--- src/rtl/data_connect_pipe_pkg.sv ---
// Shared types for the data_connect_pipe register slice.
// State codes double as {conn_vld, buf_vld}.
package data_connect_pipe_pkg;

   typedef enum logic [1:0] {
      EMPTY    = 2'b00,
      CONN     = 2'b10,
      CONN_BUF = 2'b11
   } pipe_state_e;

endpackage

--- src/rtl/data_connect_pipe.sv ---
// Valid/ready skid stage: registered downstream data and upstream ready.
// conn holds the older beat, buf the newer one.
module data_connect_pipe
   import data_connect_pipe_pkg::*;
#(
   parameter int DSIZE = 8
) (
   input  logic             clock,
   input  logic             rst,
   input  logic             clk_en,
   input  logic             from_up_vld,
   input  logic [DSIZE-1:0] from_up_data,
   output logic             to_up_ready,
   input  logic             from_down_ready,
   output logic             to_down_vld,
   output logic [DSIZE-1:0] to_down_data
);

   pipe_state_e      r_state;
   logic [DSIZE-1:0] r_conn_data;
   logic [DSIZE-1:0] r_buf_data;

   logic w_conn_vld;
   logic w_buf_vld;
   logic w_in;
   logic w_out;

   assign w_conn_vld = r_state[1];
   assign w_buf_vld  = r_state[0];

   assign to_up_ready  = clk_en & ~w_buf_vld & ~rst;
   assign to_down_vld  = clk_en & w_conn_vld;
   assign to_down_data = r_conn_data;

   assign w_in  = from_up_vld & to_up_ready;
   assign w_out = to_down_vld & from_down_ready;

   always_ff @(posedge clock or posedge rst) begin
      if (rst) begin
         r_state     <= EMPTY;
         r_conn_data <= '0;
         r_buf_data  <= '0;
      end else if (clk_en) begin
         unique case (r_state)
            EMPTY: begin
               if (w_in) begin
                  r_conn_data <= from_up_data;
                  r_state     <= CONN;
               end
            end
            CONN: begin
               if (w_in && w_out) begin
                  r_conn_data <= from_up_data;
               end else if (w_in) begin
                  r_buf_data <= from_up_data;
                  r_state    <= CONN_BUF;
               end else if (w_out) begin
                  r_state <= EMPTY;
               end
            end
            CONN_BUF: begin
               if (w_out) begin
                  r_conn_data <= r_buf_data;
                  r_state     <= CONN;
               end
            end
            default: r_state <= EMPTY;
         endcase
      end
   end

endmodule

--- config.mk ---
export PLATFORM = sky130hd
export DESIGN_NAME = data_connect_pipe
export DESIGN_NICKNAME = d
export VERILOG_FILES = /design/src/rtl/data_connect_pipe_pkg.sv /design/src/rtl/data_connect_pipe.sv
export SDC_FILE = /design/constraint.sdc
export NUM_CORES = 1
export LEC_CHECK = 0
export ABC_AREA = 1
export BUFFER_PORTS_ARGS = -buffer_cell sky130_fd_sc_hd__buf_2
export CORE_MARGIN = 2
export CORE_UTILIZATION = 35
export DETAILED_ROUTE_END_ITERATION = 8
export GPL_ROUTABILITY_DRIVEN = 0
export PLACE_DENSITY_LB_ADDON = 0.05
export SLEW_MARGIN = 20
export SYNTH_ARGS = -nofsm -noshare
export SYNTH_HDL_FRONTEND = slang
export SYNTH_SLANG_ARGS = --single-unit
--- constraint.sdc ---
create_clock -name clock -period 2 [get_ports clock]
set_clock_uncertainty 0.2 [all_clocks]
set_input_delay 0.1 -clock clock [delete_from_list [all_inputs] [get_ports clock]]
set_output_delay 0.1 -clock clock [all_outputs]
set_load 0.01 [all_outputs]
# Word-level counts from Yosys, hierarchy flattened
# Cells that the tools add are included.
# Widths: inputs -> output; s select.
dict set report word_totals {
  reg_bits 18
  in_bits 13
  output_inout_bits 10
  word_cells 34
}
dict set report classes {
  eq_ne 7
  n_mux 10
  n_bitwise 8
  n_reduce_logical 6
}
# cell count
set ops {}
lappend ops {{$mux 8} 3}
lappend ops {{$pmux 8 s3} 1}
lappend ops {{$mux 2} 5}
lappend ops {{$reduce_and 5->1} 2}
lappend ops {{$ne 2x2->1 const B} 4}
lappend ops {{$pmux 2 s3} 1}
lappend ops {{$and 1x1->1} 5}
lappend ops {{$eq 2x2->1 const B} 2}
lappend ops {{$reduce_and 4->1} 1}
lappend ops {{$ne 3x3->1 const B} 1}
lappend ops {{$not 1->1} 3}
lappend ops {{$reduce_bool 3->1} 1}
lappend ops {{$logic_not 2->1} 1}
lappend ops {{$logic_and 1x1->1} 1}

# Logic depth before layout (Yosys ltp)
dict set report depth {
  ltp_word 7
  depth_mapped 9
  ltp_nobuf 8
}

# Worst setup path after synthesis
# OpenSTA, ideal clock, no wires.
dict set report synth_path {
  kind {register to register}
  start {register r_state[1]}
  end {register r_conn_data[0] (netlist: to_down_data[0])}
  setup_time_ns 0.117
  arrival_ns 1.427
  required_ns 1.683
  slack_ns 0.256
  path_stages_with_launch 10
  n_path_buf 1
  period_less_slack_ns 1.744
  path_cell_list {dfrtp_1 > ha_1 > clkbuf_1 > inv_1 > nand2_1 > nand2_1 > a21boi_4 > nand2_4 > nand2_1 > nand2_1}
}
dict set report synth_via {
  elab_chain_cells 5
  elab_cells_between_ends 12
  classes_between {5 x eq/ne; 1 x mux; 2 x bitwise; 4 x reduce/logical}
}
# item line
set synth_rtl {}
lappend synth_rtl {{from (decl)} data_connect_pipe.sv:19} ;# pipe_state_e r_state;
lappend synth_rtl {{from (signal assigned)} data_connect_pipe.sv:40} ;# r_state <= EMPTY;
lappend synth_rtl {{from (signal assigned)} data_connect_pipe.sv:48} ;# r_state <= CONN;
lappend synth_rtl {{from (signal assigned)} data_connect_pipe.sv:56} ;# r_state <= CONN_BUF;
lappend synth_rtl {{$and 1x1->1} data_connect_pipe.sv:32} ;# assign to_down_vld = clk_en & w_conn_vld;
lappend synth_rtl {{$and 1x1->1} data_connect_pipe.sv:36} ;# assign w_out = to_down_vld & from_down_ready;
lappend synth_rtl {{$logic_and 1x1->1} data_connect_pipe.sv:52} ;# if (w_in && w_out) begin
lappend synth_rtl {{$ne 2x2->1 (no line)} --}
lappend synth_rtl {{$reduce_and 5->1 (no line)} --}
lappend synth_rtl {{to (signal assigned)} data_connect_pipe.sv:47} ;# r_conn_data <= from_up_data;
lappend synth_rtl {{to (signal assigned)} data_connect_pipe.sv:53} ;# r_conn_data <= from_up_data;
lappend synth_rtl {{to (signal assigned)} data_connect_pipe.sv:63} ;# r_conn_data <= r_buf_data;
lappend synth_rtl {{to (decl)} data_connect_pipe.sv:20} ;# logic [DSIZE-1:0] r_conn_data;
# Several ways; a longest one is shown, not always the timed one.
# A chain may end at the register's enable or synchronous reset.

# Final worst setup path
dict set report layout_path {
  start {register r_state[1]}
  end {register r_conn_data[6] (netlist: to_down_data[6])}
}
# Same word-level chain as after synthesis.

==> results.md <==
- Status: finished clean
- CP Launch Type: register
- Drt drc: 0
- Worst Hold Class: in -> reg
- Clock transition at path regs: approximately 0.1 ns
- Die area: about 3400 um^2
- TritonCTS clock tree: built
- Setup TNS: 0 ns
- PortBufs: 22
- Post-layout minimum cycle time: 1.83 ns
- Area Overhead vs Synth: 26.1%
- #FFs+latches synth: 18
- Vias in the first global route: 773
- Ratio of cells with drive above 1 in the final layout: 0.310
- Core Footprint: approximately 2800 um^2
- DRT antenna net count: 0
- Pwr dens: 1150 nW/um^2
- RSZ-0062 raised after global routing: no
- Crit Path Class: reg -> reg
- Vias post-DR: between 800 and 900
- Critical path capture point type: register
- Fmax: ~550 MHz
- Final Setup Violations: 0
- Initial DRC count: 10
- HP Start: from_up_vld
- Slowest-stage cell, CP: dfrtp_1
- Leading post-synthesis cells by cell area: dfrtp_1, nand2_1, o21ai_2
- Synthesized cell area: about 1000 um^2
- Reg2Reg Launch Point: r_state[1]
- Hold Fails Final Rpt: 0
- Synth top area share: 0.434
- Final WL: approximately 2000 um
- Num CTS Buffers: 3
- Hold Crit Endpoint: r_state[1]
- Worst IR Drop VDD: just over 0.7 mV
- Reg2Reg Depth: 7
- Clk buf depth: 2
- Leak: 0.710 nW
- WHS: 0.0158 ns
- Post-synthesis cell type count: 21
- Clock Sinks: 18
- Flop-to-flop setup slack: roughly 0.17 ns
- Overflow after GRT: 0
- WP data arrival: 1.83 ns
- FP Rows: 19
- Final Slew Violations: 0
- Critical Path RT: roughly 2.0 ns
- CTS H-Tree Depth: 1
- # IOs: 23
- Worst skew pair latency: 0.29 ns
- Largest area contributor in the netlist: dfrtp_1
- Largest net degree at the start of global routing: 19
- Syn. warnings: 0
- Root Driver: clkbuf_4
- Mapped Cells: approximately 120
- First-pass GRT wire length: between 3000 and 4000 um
- Worst slew margin: 0.792
- Die extent in y: between 50 and 60 um
- Slowest stage delay, CP: roughly 0.47 ns
- Final nets: between 150 and 200
- First drt pass iteration count: 4
- Cells along the critical path: inv_1 > ha_1 > or2_2 > nand2_2 > nand2_4 > nand2_1 > nand2_1
- Largest fanout on the critical path: 9
- Slew @ Worst Pin: a little over 0.3 ns
- Die Wd: between 50 and 60 um
- Avg Cell Area, Syn: 8.37 um^2
- Hpwl dp: about 1500 um
- Post-route clock period utilization: 0.915
- Maxcap violations: 0
- DR WL/cell: 10.3 um
- Capturing point of the worst reg2reg path: to_down_data[6]
- Drt via density: about 4.5
- Initial Util: 0.373
- Ant diodes: 0
- Initial antenna violation count: 0
- Synthesized Nets: 141
- Power Total: approximately 0.0015 W
- Seq/Total Area, Yosys: 0.434
- Hold Path Depth: 5
- GRT Util Overall: 0.132
- Number of setup buffers added after CTS: 0
- Top cell by count, worst path: nand2_1
-- sequential cells by signal, summed over array words and instances, names as in the netlist --
name	count
r_buf_data	8
r_state	2
to_down_data	8
-- timing repair --
item / 4_1_cts / 5_1_grt
endpoints found under the hold margin: 26 / 0
resized for setup: 0 / 0
hold buffers: 9 / 0
-- layer usage --
layer | part of all wire | global-route usage | wire [um]
met1 | 0.50 | 0.189 | 976
met2 | 0.43 | 0.193 | 832
met3 | 0.066 | 0.0440 | 129
met4 | 0.0087 | 0.0299 | 17
met5 | 0 | 0 | 0
-- how the worst max path moves through the flow --
stage               cells after the start  startpoint              end  slack [ns]
finish                                  7  r_state[1]  to_down_data[6]        0.17
detailed placement                      7  r_state[1]  to_down_data[7]        0.18
CTS                                     7  r_state[1]  to_down_data[7]        0.17
floorplan                               9  r_state[1]  to_down_data[0]        0.26
global route                            7  r_state[1]  to_down_data[6]        0.04
global placement                        7  r_state[1]  to_down_data[7]        0.21
-- stage by stage --
stage / cell area (um^2) / setup slack [ns] / cells / utilization
4_1_cts: 1310 / 0.169 / 189 / 0.471
2_1_floorplan: 1040 / 0.256 / 124 / -
5_1_grt: 1310 / 0.0357 / 189 / 0.471
3_3_place_gp: 1180 / 0.207 / 176 / 0.426
6_report: 1310 / 0.170 / 189 / 0.471
3_5_place_dp: 1180 / 0.182 / 176 / 0.426
-- logic make-up (layout without fill, tap and decap cells) --
family	after synthesis	after routing	share of synthesized area
AOI/OAI and AO/OA	18	18	0.129
adders and majority gates	4	4	0.0482
buffers and inverters	18	52	0.0735
DFF	18	18	0.434
and+or+nand+nor	66	66	0.316
-- report_power, final --
group	switching [W]	internal, W
Combinational	0.000391	0.000276
Sequential	0.0000946	0.000520
Clock	0.000110	0.000111
-- placed cells by master (no fill, tap or decap), types with 2 or more instances in the layout --
| cell type | netlist | final |
|---|---|---|
| nand2_2 | 3 | 3 |
| nand3_1 | 9 | 9 |
| clkbuf_4 | 0 | 3 |
| o21ai_2 | 8 | 8 |
| dlygate4sd3_1 | 0 | 9 |
| buf_4 | 0 | 2 |
| ha_1 | 4 | 4 |
| o21ai_0 | 8 | 8 |
| dfrtp_1 | 18 | 18 |
| inv_1 | 14 | 14 |
| nand2_1 | 43 | 43 |
| nor2_1 | 2 | 2 |
| nand3_2 | 3 | 3 |
| buf_2 | 0 | 22 |
-- critical path: cells and delay by family (launching register included) --
kind | cells | cell delay [ns]
adder cells (fa/ha/maj) | 1 | 0.29
buffers and inverters | 1 | 0.09
flip-flops | 1 | 0.47
AND/OR/NAND/NOR | 5 | 0.67
-- synthesized netlist by cell type (all sizes together) --
library cell,n
nand4,2
buf,1
clkinv,1
nand2,47
a21boi,1
or2,1
ha,4
nor2,3
nand3,13
dfrtp,18
a21oi,1
o21ai,16
clkbuf,2
inv,14
-- area by class of cell --
type | instances | area [um^2]
flip-flops and latches | 18 | 450
clock buffers | 4 | 36.3
repair buffers | 33 | 215
fillers | 304 | 1470
multi-input cells | 88 | 512
well taps | 31 | 38.8
inverters | 15 | 57.6
No activity file was read; power rests on OpenSTA's default activity.
